### config.mk
export PLATFORM = sky130hd
export DESIGN_NAME = scroll_ctrl
export DESIGN_NICKNAME = d
export VERILOG_FILES = /design/src/rtl/scroll_pkg.sv /design/src/rtl/rise_edge_det.sv /design/src/rtl/scroll_ctrl.sv
export SDC_FILE = /design/constraint.sdc
export NUM_CORES = 1
export LEC_CHECK = 0
export BUFFER_PORTS_ARGS = -buffer_cell sky130_fd_sc_hd__clkbuf_2
export CAP_MARGIN = 20
export CELL_PAD_IN_SITES_DETAIL_PLACEMENT = 2
export CELL_PAD_IN_SITES_GLOBAL_PLACEMENT = 2
export CORE_MARGIN = 2
export CORE_UTILIZATION = 35
export CTS_CLUSTER_DIAMETER = 40
export DETAILED_ROUTE_END_ITERATION = 10
export PLACE_DENSITY_LB_ADDON = 0.1
export SETUP_SLACK_MARGIN = 0.05
export SYNTH_ARGS = -nofsm -noshare
export SYNTH_HDL_FRONTEND = slang
export SYNTH_SLANG_ARGS = --single-unit
### constraint.sdc
create_clock -name clk -period 1.7 [get_ports clk]
set_input_delay 0.17 -clock clk [delete_from_list [all_inputs] [get_ports clk]]
set_output_delay 0.17 -clock clk [all_outputs]
set_load 0.05 [all_outputs]
### src/rtl/scroll_pkg.sv
`default_nettype none
// ============================================================================
// Module      : scroll_pkg
// Description : Shared FSM encoding, offset width and default timing constants
//               for the message scroll controller.
// Revision    : 1.0 - initial release
// ============================================================================
package scroll_pkg;

    typedef enum logic {
        ST_RUN    = 1'b0,
        ST_PAUSED = 1'b1
    } state_t;

    localparam int OFFSET_W         = 6;
    localparam int PRESC_W          = 26;
    localparam int DEF_STEP_TICKS   = 25000000;
    localparam int DEF_MSG_LEN      = 16;

endpackage : scroll_pkg
`default_nettype wire

### src/rtl/rise_edge_det.sv
`default_nettype none
// ============================================================================
// Module      : rise_edge_det
// Description : Rising-edge detector on a clean synchronous level. The first
//               clock after reset only loads history, so a level already high
//               at reset release is never reported as an edge.
// Revision    : 1.0 - initial release
// ============================================================================
module rise_edge_det (
    input  logic clk,
    input  logic rst,
    input  logic in,
    output logic rise
);

    logic r_hist;
    logic r_armed;

    always_ff @(posedge clk or negedge rst) begin
        if (!rst) begin
            r_hist  <= 1'b0;
            r_armed <= 1'b0;
        end else begin
            r_hist  <= in;
            r_armed <= 1'b1;
        end
    end

    assign rise = r_armed & in & ~r_hist;

endmodule : rise_edge_det
`default_nettype wire

### src/rtl/scroll_ctrl.sv
`default_nettype none
// ============================================================================
// Module      : scroll_ctrl
// Description : Pausable scroll-offset generator: a prescaler paces offset
//               steps; a pause button toggles RUN/PAUSED. Optional macro
//               SCROLL_DIR_EN adds btn_dir_clean to reverse scroll direction.
// Revision    : 1.0 - initial release
// ============================================================================
module scroll_ctrl
    import scroll_pkg::*;
#(
    parameter int STEP_TICKS = DEF_STEP_TICKS,
    parameter int MSG_LEN    = DEF_MSG_LEN
) (
    input  logic                clk,
    input  logic                rst,
    input  logic                btn_pause_clean,
`ifdef SCROLL_DIR_EN
    input  logic                btn_dir_clean,
`endif
    output logic                paused,
    output logic                step_tick,
    output logic [OFFSET_W-1:0] offset
);

    localparam logic [PRESC_W-1:0]  c_PRESC_MAX = PRESC_W'(STEP_TICKS - 1);
    localparam logic [OFFSET_W-1:0] c_OFF_MAX   = OFFSET_W'(MSG_LEN - 1);

    state_t                r_state;
    logic [PRESC_W-1:0]    r_presc;
    logic                  r_step;
    logic [OFFSET_W-1:0]   r_offset;
    logic                  w_pause_rise;
    logic                  w_dir_rev;
    logic                  w_presc_wrap;
    logic [OFFSET_W-1:0]   w_offset_next;

    rise_edge_det u_pause_edge (
        .clk  (clk),
        .rst  (rst),
        .in   (btn_pause_clean),
        .rise (w_pause_rise)
    );

`ifdef SCROLL_DIR_EN
    logic w_dir_rise;
    logic r_dir_rev;

    rise_edge_det u_dir_edge (
        .clk  (clk),
        .rst  (rst),
        .in   (btn_dir_clean),
        .rise (w_dir_rise)
    );

    always_ff @(posedge clk or negedge rst) begin
        if (!rst) begin
            r_dir_rev <= 1'b0;
        end else if (w_dir_rise) begin
            r_dir_rev <= ~r_dir_rev;
        end
    end

    assign w_dir_rev = r_dir_rev;
`else
    assign w_dir_rev = 1'b0;
`endif

    assign w_presc_wrap = (r_presc == c_PRESC_MAX);

    // Wrap by comparison at the ends of the range so offset can never escape it.
    always_comb begin
        w_offset_next = r_offset;
        if (w_dir_rev) begin
            w_offset_next = (r_offset == '0) ? c_OFF_MAX : r_offset - 1'b1;
        end else begin
            w_offset_next = (r_offset == c_OFF_MAX) ? '0 : r_offset + 1'b1;
        end
    end

    // A pause edge on the wrap cycle still lets the step land before freezing.
    always_ff @(posedge clk or negedge rst) begin
        if (!rst) begin
            r_state  <= ST_RUN;
            r_presc  <= '0;
            r_step   <= 1'b0;
            r_offset <= '0;
        end else begin
            r_step <= 1'b0;
            case (r_state)
                ST_RUN: begin
                    if (w_presc_wrap) begin
                        r_presc  <= '0;
                        r_step   <= 1'b1;
                        r_offset <= w_offset_next;
                    end else begin
                        r_presc <= r_presc + 1'b1;
                    end
                    if (w_pause_rise) begin
                        r_state <= ST_PAUSED;
                    end
                end
                ST_PAUSED: begin
                    if (w_pause_rise) begin
                        r_state <= ST_RUN;
                    end
                end
                default: r_state <= ST_RUN;
            endcase
        end
    end

    assign paused    = (r_state == ST_PAUSED);
    assign step_tick = r_step;
    assign offset    = r_offset;

endmodule : scroll_ctrl
`default_nettype wire

==> impl_results.md <==
- Cells after DPL: 314
- Port-buffer cells: 10
- Clock Latency Late Sink: 310 ps
- Worst Slack Setup Final: -341 ps
- Leak Pwr: 1.38 nW
- Fillers: 516
- Num ports: 11
- Core area: 5170 µm²
- Iteration-0 DRC count of the detailed router: 115
- Max Clk Rate: 0.490 GHz
- Die width: 77.5 µm
- Violated checks: setup timing
- Final period util: 120%
- Warnings, synthesis: 0
- Largest cells by area after synthesis: dfrtp_1 (48%), xor2_1 (4.2%), nand2_1 (3.6%)
- Placement-stage cell area: 2370 µm²
- Drt first pass iters: 4
- Vias: 1959
- Worst vdd ir: 0.000832 V
- Leading area contributor after synthesis: dfrtp_1
- Area grow syn2layout: 54.9%
- Number of cell rows: 26
- Nets: 275
- CTS tree: built
- Pwr Density: 1080 nW/µm²
- DRC Markers: 0
- Via/cell ratio: 5.76
- Worst Tran Pin Value: 787 ps
- Total GRT Usage: 25.4%
- Antenna viol nets, final: 0
- Die area: 6010 µm²
- Worst-path fanout max: 3
- Clk network pwr share: 20.5%
- Rel. slew slack: 47.6%
- Synth cell types: 41
- Post-DP HPWL: 4610 µm
- Mapped Area: 1890 µm²
- Arrival time worst endpoint: 2250 ps
- Switching share of power: 39.8%
- Commonest non-fill, non-tap cell in the layout: buf_4
- Die Span Y: 77.5 µm
- Synth Area per Inst: 9.85 µm²
- Number of antenna violations at the first check in global routing: 0
- Cell count after synthesis: 192
- Root buffer cell: clkbuf_8
- Layout cells sized above 1: 50.4%
- Final Non-Filler Cells: 340
- Starting density of the core: 36.6%
- H-tree levels: 2
- Synth Flop Type: dfrtp_1
- Synthesis-stage register bit count: 36
- CP Class: flop to flop
- Worst hold slack: 510 ps
- Max cap viols: 0
- Share of the synthesized area in the top cell type: 47.7%
- Clock skew: 7.97 ps
- Post-layout util: 56.6%
- Post-route cell area: 2930 µm²
- Grt total ovfl: 0
- Worst hold path class: input pin to asynchronous set/reset pin
- Psw: 1.26 mW
- Setup violations, final: 28
- Worst setup EP type: flop
- CP Data Required Time: 1910 ps
- RSZ-0062 raised after global routing: yes
- Setup tns final: -6100 ps
- Max-slew violations: 0
- Largest net degree at the start of global routing: 29
- Syn_nets: 198
- Max clock buf depth: 2
- Combinational power share: 45.3%
- Routed length per placed instance: 26.9 µm
- Power Total: 3.16 mW
- Internal Pwr Total: 1.90 mW
- Sequential share of the synthesized area: 47.7%
- EDFF count, synth: 0
- Seq pwr share: 34.2%
- TritonCTS Sinks: 36
- Pre-CTS WS: -294 ps
- First-pass GRT wire length: 11600 µm
- Final Hold Fails: 0
- Status: finished with violations
- Crit path launch type: flop
- Antenna Cells: 0
- Most frequent cells in the layout: buf_4 (50), dfrtp_1 (33), nand2_1 (17), buf_6 (12)
- CTS clk-pin slew, worst paths: 80 ps
- Final wirelength: 9160 µm
- Placer congestion estimate: 0.808
- Asr flop ratio synth: 100%
- Vias in the first global route: 2090
- TritonCTS Buffers: 5
- Final min period: 2040 ps
layer usage:
metal / GRT usage, % / vias up / routed length, µm
met4: 5.00 / 0 / 262
met2: 48.8 / 74 / 4770
li1: - / 845 / -
met3: 4.07 / 21 / 454
met1: 29.6 / 1019 / 3680
met5: 0 / - / 0
logic make-up after synthesis:
family                     Yosys count  share of synthesized area [%]
and+or+nand+nor                     98                           30.7
DFF                                 36                           47.7
AOI/OAI and AO/OA                   27                           8.60
xor gates and xnor gates            15                           6.95
buffers and inverters                9                           2.12
adders and majority gates            3                           1.99
muxes                                3                           1.79
other                                1                          0.198
flip-flops by register name, indices dropped and copies added, names as in the netlist:
signal and count:
r_presc 26, paused 1, offset 6, step_tick 1
u_pause_edge.r_armed 1, u_pause_edge.r_hist 1
worst paths after layout:
path / from / to / slack (ps) / cells past startpoint
setup / recovery: r_presc[10] / offset[5] / -340 / 7
hold reg to reg: r_presc[25] / r_presc[25] / 540 / 1
max in group asynchronous: rst / r_presc[7] / 580 / 3
hold / removal: rst / offset[2] / 510 / 2
setup reg to reg: r_presc[10] / offset[5] / -340 / 7
min in group clk: btn_pause_clean / u_pause_edge.r_hist / 520 / 2
cells in the mapped netlist (all sizes together), types with 2 or more instances:
cell	number
dfrtp	36
nand2	18
nor2	15
o21ai	11
nand3	10
nand4	10
a21oi	9
xor2	9
nor4	7
or3	7
xnor2	6
and4	5
inv	4
nor3	4
or4	4
buf	3
ha	3
mux2	3
nand2b	3
nor2b	3
o31ai	3
or2	3
a41oi	2
and2	2
clkbuf	2
o211ai	2
layout make-up:
cell class	count	area (µm²)	area share (%)
timing repair buffer	75	601	20.5
sequential	36	905	30.9
multi-input combinational	147	1240	42.3
clock buffer	7	76.3	2.61
clock inverter	1	5.00	0.171
tap	70	87.6	2.99
inverter	4	15.0	0.513
worst max-delay path, cell delays in order, from the launching register on:
cell and delay, ps:
dfrtp_1 420, nor4_2 340, buf_4 180, nand4_1 160, buf_4 200, buf_6 120
nor4_4 280, xor2_1 240
repair_timing:
| item | in CTS | in global routing |
|---|---|---|
| gates resized for setup | 31 | 47 |
| setup endpoints to repair | 29 | 29 |
| endpoints found under the hold margin | 27 | 0 |
| hold buffers | 2 | 0 |
| pin swaps | 14 | 18 |
| buffers inserted | 5 | 11 |
power by group through the flow:
stage	Clock, mW	Combinational (mW)	Sequential, mW
finish	0.648	1.43	1.08
global route	0.676	1.53	1.10
CTS	0.625	1.13	1.07
global placement	0	0.941	1.06
detailed placement	0	1.00	1.08
floorplan	0	0.369	1.16
Power figures use the tool's default switching activity.
